$ cat src/rtl/picomips_core.sv
// rtl/picomips_core.sv - parametrised picoMIPS core with RUN/WAIT/HALT control
// Optional: define PICOMIPS_SYNC_EN to pass sw_hold through a 2-flop synchroniser.
module picomips_core #(
  parameter int DW    = 8,
  parameter int RBITS = 2,
  parameter int PSIZE = 5,
  parameter int ISIZE = 3 + 2 * RBITS + DW
) (
  input  logic             clk,
  input  logic             reset,
  input  logic [ISIZE-1:0] instr,
  input  logic [DW-1:0]    sw_data,
  input  logic             sw_hold,
  output logic [PSIZE-1:0] pc_out,
  output logic [DW-1:0]    led,
  output logic             out_valid,
  output logic             waiting,
  output logic             halted
);

  localparam int NREG = 2 ** RBITS;

  localparam logic [2:0] OP_HALT = 3'b000;
  localparam logic [2:0] OP_ADD  = 3'b001;
  localparam logic [2:0] OP_ADDI = 3'b010;
  localparam logic [2:0] OP_MULI = 3'b011;
  localparam logic [2:0] OP_IN   = 3'b100;
  localparam logic [2:0] OP_BEQ  = 3'b101;
  localparam logic [2:0] OP_J    = 3'b110;
  localparam logic [2:0] OP_OUT  = 3'b111;

  typedef enum logic [1:0] {
    S_RUN  = 2'd0,
    S_WAIT = 2'd1,
    S_HALT = 2'd2
  } state_t;

  state_t state, state_n;

  logic [DW-1:0]    regs [NREG];
  logic [2:0]       opcode;
  logic [RBITS-1:0] rd, rs;
  logic [DW-1:0]    imm;
  logic [DW-1:0]    rd_val, rs_val;
  logic [PSIZE-1:0] pc_inc, pc_n;
  logic             hs;
  logic             we;
  logic [DW-1:0]    wdata;
  logic             led_we;
  logic signed [2*DW-1:0] prod;
  logic             unused_prod_bits;

  assign opcode = instr[ISIZE-1 -: 3];
  assign rd     = instr[ISIZE-4 -: RBITS];
  assign rs     = instr[ISIZE-4-RBITS -: RBITS];
  assign imm    = instr[DW-1:0];
  assign rd_val = regs[rd];
  assign rs_val = regs[rs];
  assign pc_inc = pc_out + PSIZE'(1);

  // Q1.(DW-1) fractional product: drop the duplicated sign bit and the low fraction bits
  assign prod = $signed(rs_val) * $signed(imm);
  assign unused_prod_bits = ^{prod[2*DW-1], prod[DW-2:0]};

  assign waiting = (state == S_WAIT);
  assign halted  = (state == S_HALT);

`ifdef PICOMIPS_SYNC_EN
  logic hold_meta, hold_sync;

  // two-stage synchroniser for the asynchronous switch handshake
  always_ff @(posedge clk) begin
    if (!reset) begin
      hold_meta <= 1'b0;
      hold_sync <= 1'b0;
    end else begin
      hold_meta <= sw_hold;
      hold_sync <= hold_meta;
    end
  end

  assign hs = hold_sync;
`else
  assign hs = sw_hold;
`endif

  // control state register
  always_ff @(posedge clk) begin
    if (!reset) state <= S_RUN;
    else        state <= state_n;
  end

  // instruction decode: next state, next PC, register and output-port writes
  always_comb begin
    state_n = state;
    pc_n    = pc_out;
    we      = 1'b0;
    wdata   = '0;
    led_we  = 1'b0;
    case (state)
      S_RUN: begin
        pc_n = pc_inc;
        case (opcode)
          OP_HALT: begin
            pc_n    = pc_out;
            state_n = S_HALT;
          end
          OP_ADD: begin
            we    = 1'b1;
            wdata = rd_val + rs_val;
          end
          OP_ADDI: begin
            we    = 1'b1;
            wdata = rs_val + imm;
          end
          OP_MULI: begin
            we    = 1'b1;
            wdata = prod[2*DW-2:DW-1];
          end
          OP_IN: begin
            if (hs == imm[0]) begin
              we    = 1'b1;
              wdata = sw_data;
            end else begin
              pc_n    = pc_out;
              state_n = S_WAIT;
            end
          end
          OP_BEQ: begin
            if (rd_val == rs_val) pc_n = imm[PSIZE-1:0];
          end
          OP_J: begin
            pc_n = imm[PSIZE-1:0];
          end
          OP_OUT: begin
            led_we = 1'b1;
          end
          default: ;
        endcase
      end
      S_WAIT: begin
        // the PC is frozen, so instr still holds the pending IN
        if (hs == imm[0]) begin
          we      = 1'b1;
          wdata   = sw_data;
          pc_n    = pc_inc;
          state_n = S_RUN;
        end
      end
      default: ;
    endcase
  end

  // datapath registers: PC, register file and the output port
  always_ff @(posedge clk) begin
    if (!reset) begin
      pc_out    <= '0;
      led       <= '0;
      out_valid <= 1'b0;
      for (int i = 0; i < NREG; i++) regs[i] <= '0;
    end else begin
      pc_out    <= pc_n;
      out_valid <= led_we;
      if (led_we) led <= rs_val;
      if (we) regs[rd] <= wdata;
    end
  end

endmodule

$ cat config.mk
export PLATFORM = sky130hd
export DESIGN_NAME = picomips_core
export DESIGN_NICKNAME = d
export VERILOG_FILES = /design/src/rtl/picomips_core.sv
export SDC_FILE = /design/constraint.sdc
export NUM_CORES = 1
export LEC_CHECK = 0
export CAP_MARGIN = 10
export CORE_MARGIN = 5
export CORE_UTILIZATION = 50
export CTS_CLUSTER_SIZE = 40
export DETAILED_ROUTE_END_ITERATION = 10
export PLACE_DENSITY = 0.77
export SYNTH_ARGS = -nofsm -noshare
export SYNTH_HDL_FRONTEND = slang
export SYNTH_SLANG_ARGS = --single-unit
$ cat constraint.sdc
create_clock -name clk -period 6.6 [get_ports clk]
set_clock_uncertainty 0.1 [all_clocks]
set_input_delay 1.32 -clock clk [delete_from_list [all_inputs] [get_ports clk]]
set_output_delay 1.32 -clock clk [all_outputs]
set_load 0.005 [all_outputs]
# Word-level counts from Yosys, hierarchy flattened
# Memory sizes are Yosys's and may differ from the RTL's.
# Index checks and enable logic that the tools add are counted.
[totals] ram_bits=32 output_inout_bits=16 latchBits=0 mem_count=1 regBits=16 mem_bits_ro=0
[mem_list] name="regs" depth=4 word_bits=8 read_ports=2 rd_ports_with_merged_regs=0 wr=4 line="40" source="logic [DW-1:0] regs [NREG];"
[classes] order_cmp=0 n_mux=23 multipliers=1 addsub=3 n_eq_ne=15 n_div=0 n_shift=0 n_reduce_logical=7 bitwise_logic=0
[op_table] operator="$pmux 8 s4" count=1
[op_table] operator="$pmux 5 s4" count=1
[op_table] operator="$add 8x8->8" count=2
[op_table] operator="$mux 8" count=2
[op_table] operator="$pmux 8 s2" count=1
[op_table] operator="$mul 8x8->15" count=1
[op_table] operator="$eq 3x3->1 const B" count=4
[op_table] operator="$mux 5" count=2
[op_table] operator="$pmux 5 s2" count=1
[op_table] operator="$eq 8x8->1" count=1
[op_table] operator="$mux 1" count=8
[op_table] operator="$pmux 2 s2" count=2
[op_table] operator="$reduce_or 8->1" count=1
[op_table] operator="$eq 3x2->1 const B" count=2
[op_table] operator="$mux 2" count=3
[op_table] operator="$add 5x1->5 const B" count=1
[op_table] operator="$pmux 1 s2" count=2
[op_table] operator="$reduce_and 4->1" count=1
[op_table] operator="$eq 3x1->1 const B" count=1
[op_table] operator="$logic_not 3->1" count=1
[op_table] operator="$ne 3x1->1 const B" count=1
[op_table] operator="$ne 3x3->1 const B" count=1
[op_table] operator="$reduce_or 3->1" count=1
[op_table] operator="$eq 2x1->1 const B" count=1
[op_table] operator="7 further kinds" count=7

# Logic depth before layout (Yosys ltp)
# Gate-level depths: netlist of run 1.
[depth] ltp_word=9 ltp_mapped=20 ltp_nobuf=18

# Least setup slack after synthesis of run 1
# OpenSTA, ideal clock, no wires.
[synth_path] path_type="in2reg" start="in instr[8]" end="mem regs[0][6] (data pin)" setup_slack_ns=-0.090 cell_stages=20 arrival_time_ns=6.319 path_cell_list="buf_6 mux4_2 clkbuf_1 and2_1 fa_1 inv_1 fa_1 inv_1 fa_1 inv_1 fa_1 inv_1 ha_1 a21oi_1 nor2b_1 o311a_1 o21a_1 o311a_1 a221oi_1 nor2_1"
[synth_rtl] element="start, declared" line="11" source="input logic [ISIZE-1:0] instr,"
[synth_rtl] element="end, declared" line="40"

==> results.ini, run 1 <==
[status]
status = complete, no violations

[logic_synthesis]
yosys.area_share.simple = 0.1750
synth_compound_area_frac = 0.1061
seq_area_frac_synth = 0.2262
synth_xor_area_frac = 0.05259
netlist_top_cells_area = fa_1 18%, edfxtp_1 17%, ha_1 7.3%, dfxtp_1 5.7%, inv_1 5.3%
synth.net_count = 706
synth-seq-cells = 48
synth-edff-count = 32
synth_cell_types = 62
synth.top_cells.by_count = 80 x inv_1, 51 x fa_1, 47 x nor2_1
synth_top_family_by_area = adder cells
yosysTopAreaCell = fa_1
synth_area_sq_um = 5663
synth_most_common_cell = inv_1
syn_avg_cell_area_sq_um = 9.502
netlist.area_leader.share = 0.1803
synthCells = 596
async_reset_ff_frac = 0
synth_ff_type = edfxtp_1
synth-adder-area-share = 0.2532
synth_mux_area_frac = 0.1078
ys_warn_count = 0

[floorplan]
die_h_microns = 116.4
die_width_microns = 116.4
ios = 42
fp.dieArea_sq_um = 13550
initial_core_util = 0.5156
fp.coreArea_sq_um = 10980
rows = 38

[hold_path]
min_from = led[2]
hp-class = register to register
worstHoldEndpoint = led[2]
worst_hold_path.num_cells = 2

[critical_path]
rr_startpoint = regs[3][2]
rrSetupSlack_ps = 1060
r2r_end = regs[3][6]
required_ps = 6530
critPathArrivalTime_ps = 6430
startpoint_type = input pin
path_class = input pin to register
reg2reg_depth = 18
crit_path_end_kind = register
critical_path.max_fanout = 8

[pwr]
seq_power_share = 0.183
p_clk_frac = 0.149
p_int_mw = 1.140
power_density_nw_per_um2 = 284.9
combinationalPowerShare = 0.668
finalPower_mw = 1.977
p_sw_frac = 0.4232
p_switching_mw = 0.8366
ir_drop_uv = 196.4
leakage_nw = 3.048

[route]
via_per_inst = 5.988
drt_iter0_markers = 471
wl_per_cell_microns = 19.67
drc = 0
detail-route-antenna-nets = 0
vias = 4868
wl_microns = 15990
dr.pass1.iters = 5

[sta]
fin_ws_ps = 104.7
final.min_clock_period_ps = 6495
worst_pin_slew_ps = 1099
finalCritPeriodShare = 0.9841
relSlewSlack = 0.2603
hold_viol = 0
tns_ps = 0
setup_viol = 0
slew_viol_final = 0
hold_ws_ps = 400.4
fmax_mhz = 154.0

[global_routing]
grt_start_max_net_pins = 24
grt_usage = 0.2381
antenna_found_initial = 0
grt_overflow = 0
grt_pass1_wl_microns = 25300
grt_pass1_vias = 4969

[clock_tree]
cts_tree = built
clock_path_buffers = 2
cts_root_buf = clkbuf_16
clock_sinks = 48
h-tree-depth = 2
clkLatencyLatePin_ps = 290
numCtsBuffers = 5
cts.clk_slew.worst_paths_ps = 70

[cells_and_area]
antenna_cells = 0
fin_nets = 782
syn_to_final_growth_pct = 22.49
drive_gt1_frac = 0.1991
utilization = 0.6316

[job]
cap_violations = 0

[placement]
place.detailed.hpwl_microns = 12330
port_buffers = 41
gp_congestion = 0.9485
dpl_worst_slack_ps = -707.9

worst max path at each step:
| stage | from | to | slack [ps] |
|---|---|---|---|
| after CTS | instr[8] | regs[1][6] | 1 |
| after detailed placement | instr[8] | regs[2][6] | -710 |
| after floorplan | instr[8] | regs[0][6] | 20 |
| after global routing | instr[8] | regs[3][6] | -40 |
| after global placement | instr[8] | regs[2][6] | -540 |
| final | instr[8] | regs[3][6] | 100 |
what timing repair did:
item	in CTS	in global routing
endpoints found under the setup margin	24	20
setup buffers	5	5
pin swaps	9	25
resized for setup	17	35
hold buffers	0	0
flip-flops by register name (all words and copies together), names as in the netlist:
signal / flops
led: 8
out_valid: 1
pc_out: 5
regs: 32
state: 2
layout by cell type (no fill, tap or decap), types with 21 or more instances in the layout:
cell type	synthesis	routed
ha_1	33	29
nor2_1	47	47
inv_1	80	70
buf_4	1	56
nand2_1	33	30
a21oi_1	23	21
edfxtp_1	32	32
clkdlybuf4s50_1	0	39
and2_1	44	36
fa_1	51	48
power groups by stage:
| stage | combinational, mW | sequential [mW] | clock, mW |
|---|---|---|---|
| 2_1_floorplan | 0.718 | 0.355 | 0 |
| 4_1_cts | 1.23 | 0.360 | 0.296 |
| 3_5_place_dp | 1.16 | 0.366 | 0 |
| 3_3_place_gp | 1.09 | 0.364 | 0 |
| 6_report | 1.32 | 0.361 | 0.295 |
| 5_1_grt | 1.41 | 0.363 | 0.312 |
area by class of cell:
type	count	area, sq um
Inverter	81	304.0
Sequential cell	48	1281
Fill cell	843	4046
Multi-Input combinational cell	434	4100
Tap cell	140	175.2
Timing Repair Buffer	102	904.6
Clock inverter	3	46.29
Clock buffer	5	125.1
logic make-up (layout without fill, tap and decap cells):
| group | Yosys count | count (layout) |
|---|---|---|
| buf+inv | 114 | 191 |
| simple gates | 188 | 188 |
| flops | 48 | 48 |
| xor+xnor | 34 | 34 |
| compound gates | 91 | 91 |
| fa+ha+maj | 84 | 84 |
| mux | 37 | 37 |
per-stage QoR:
| step | std cells | cell area [sq um] |
|---|---|---|
| after CTS | 808 | 6789 |
| after floorplan | 596 | 5669 |
| after global routing | 813 | 6937 |
| final | 813 | 6937 |
| after detailed placement | 795 | 6519 |
| after global placement | 795 | 6519 |
layer usage:
layer,up-vias,track usage,share of wire
met1,2369,0.3068,0.39
met2,269,0.4260,0.51
met3,50,0.02902,0.078
li1,2180,-,-
met4,0,0.05878,0.027
met5,-,0,0
worst max-delay path: stages:
cell	delay [ps]
clkdlybuf4s15_2	190
buf_12	130
mux4_2	580
and2_4	200
fa_1	550
inv_2	40
fa_1	520
inv_1	50
fa_1	490
inv_2	40
fa_1	510
inv_2	50
ha_4	240
a21oi_4	170
nor2b_4	60
o311a_4	380
o21a_1	210
o311a_1	330
a221oi_4	270
nor2_1	80
Power figures use the tool's default switching activity.
==> run 2, diff against run 1 <==
- TNS_END_PERCENT: not set -> 10
==> results of run 2 <==
The final DEF is identical to that of run 1; final timing and power are the same.
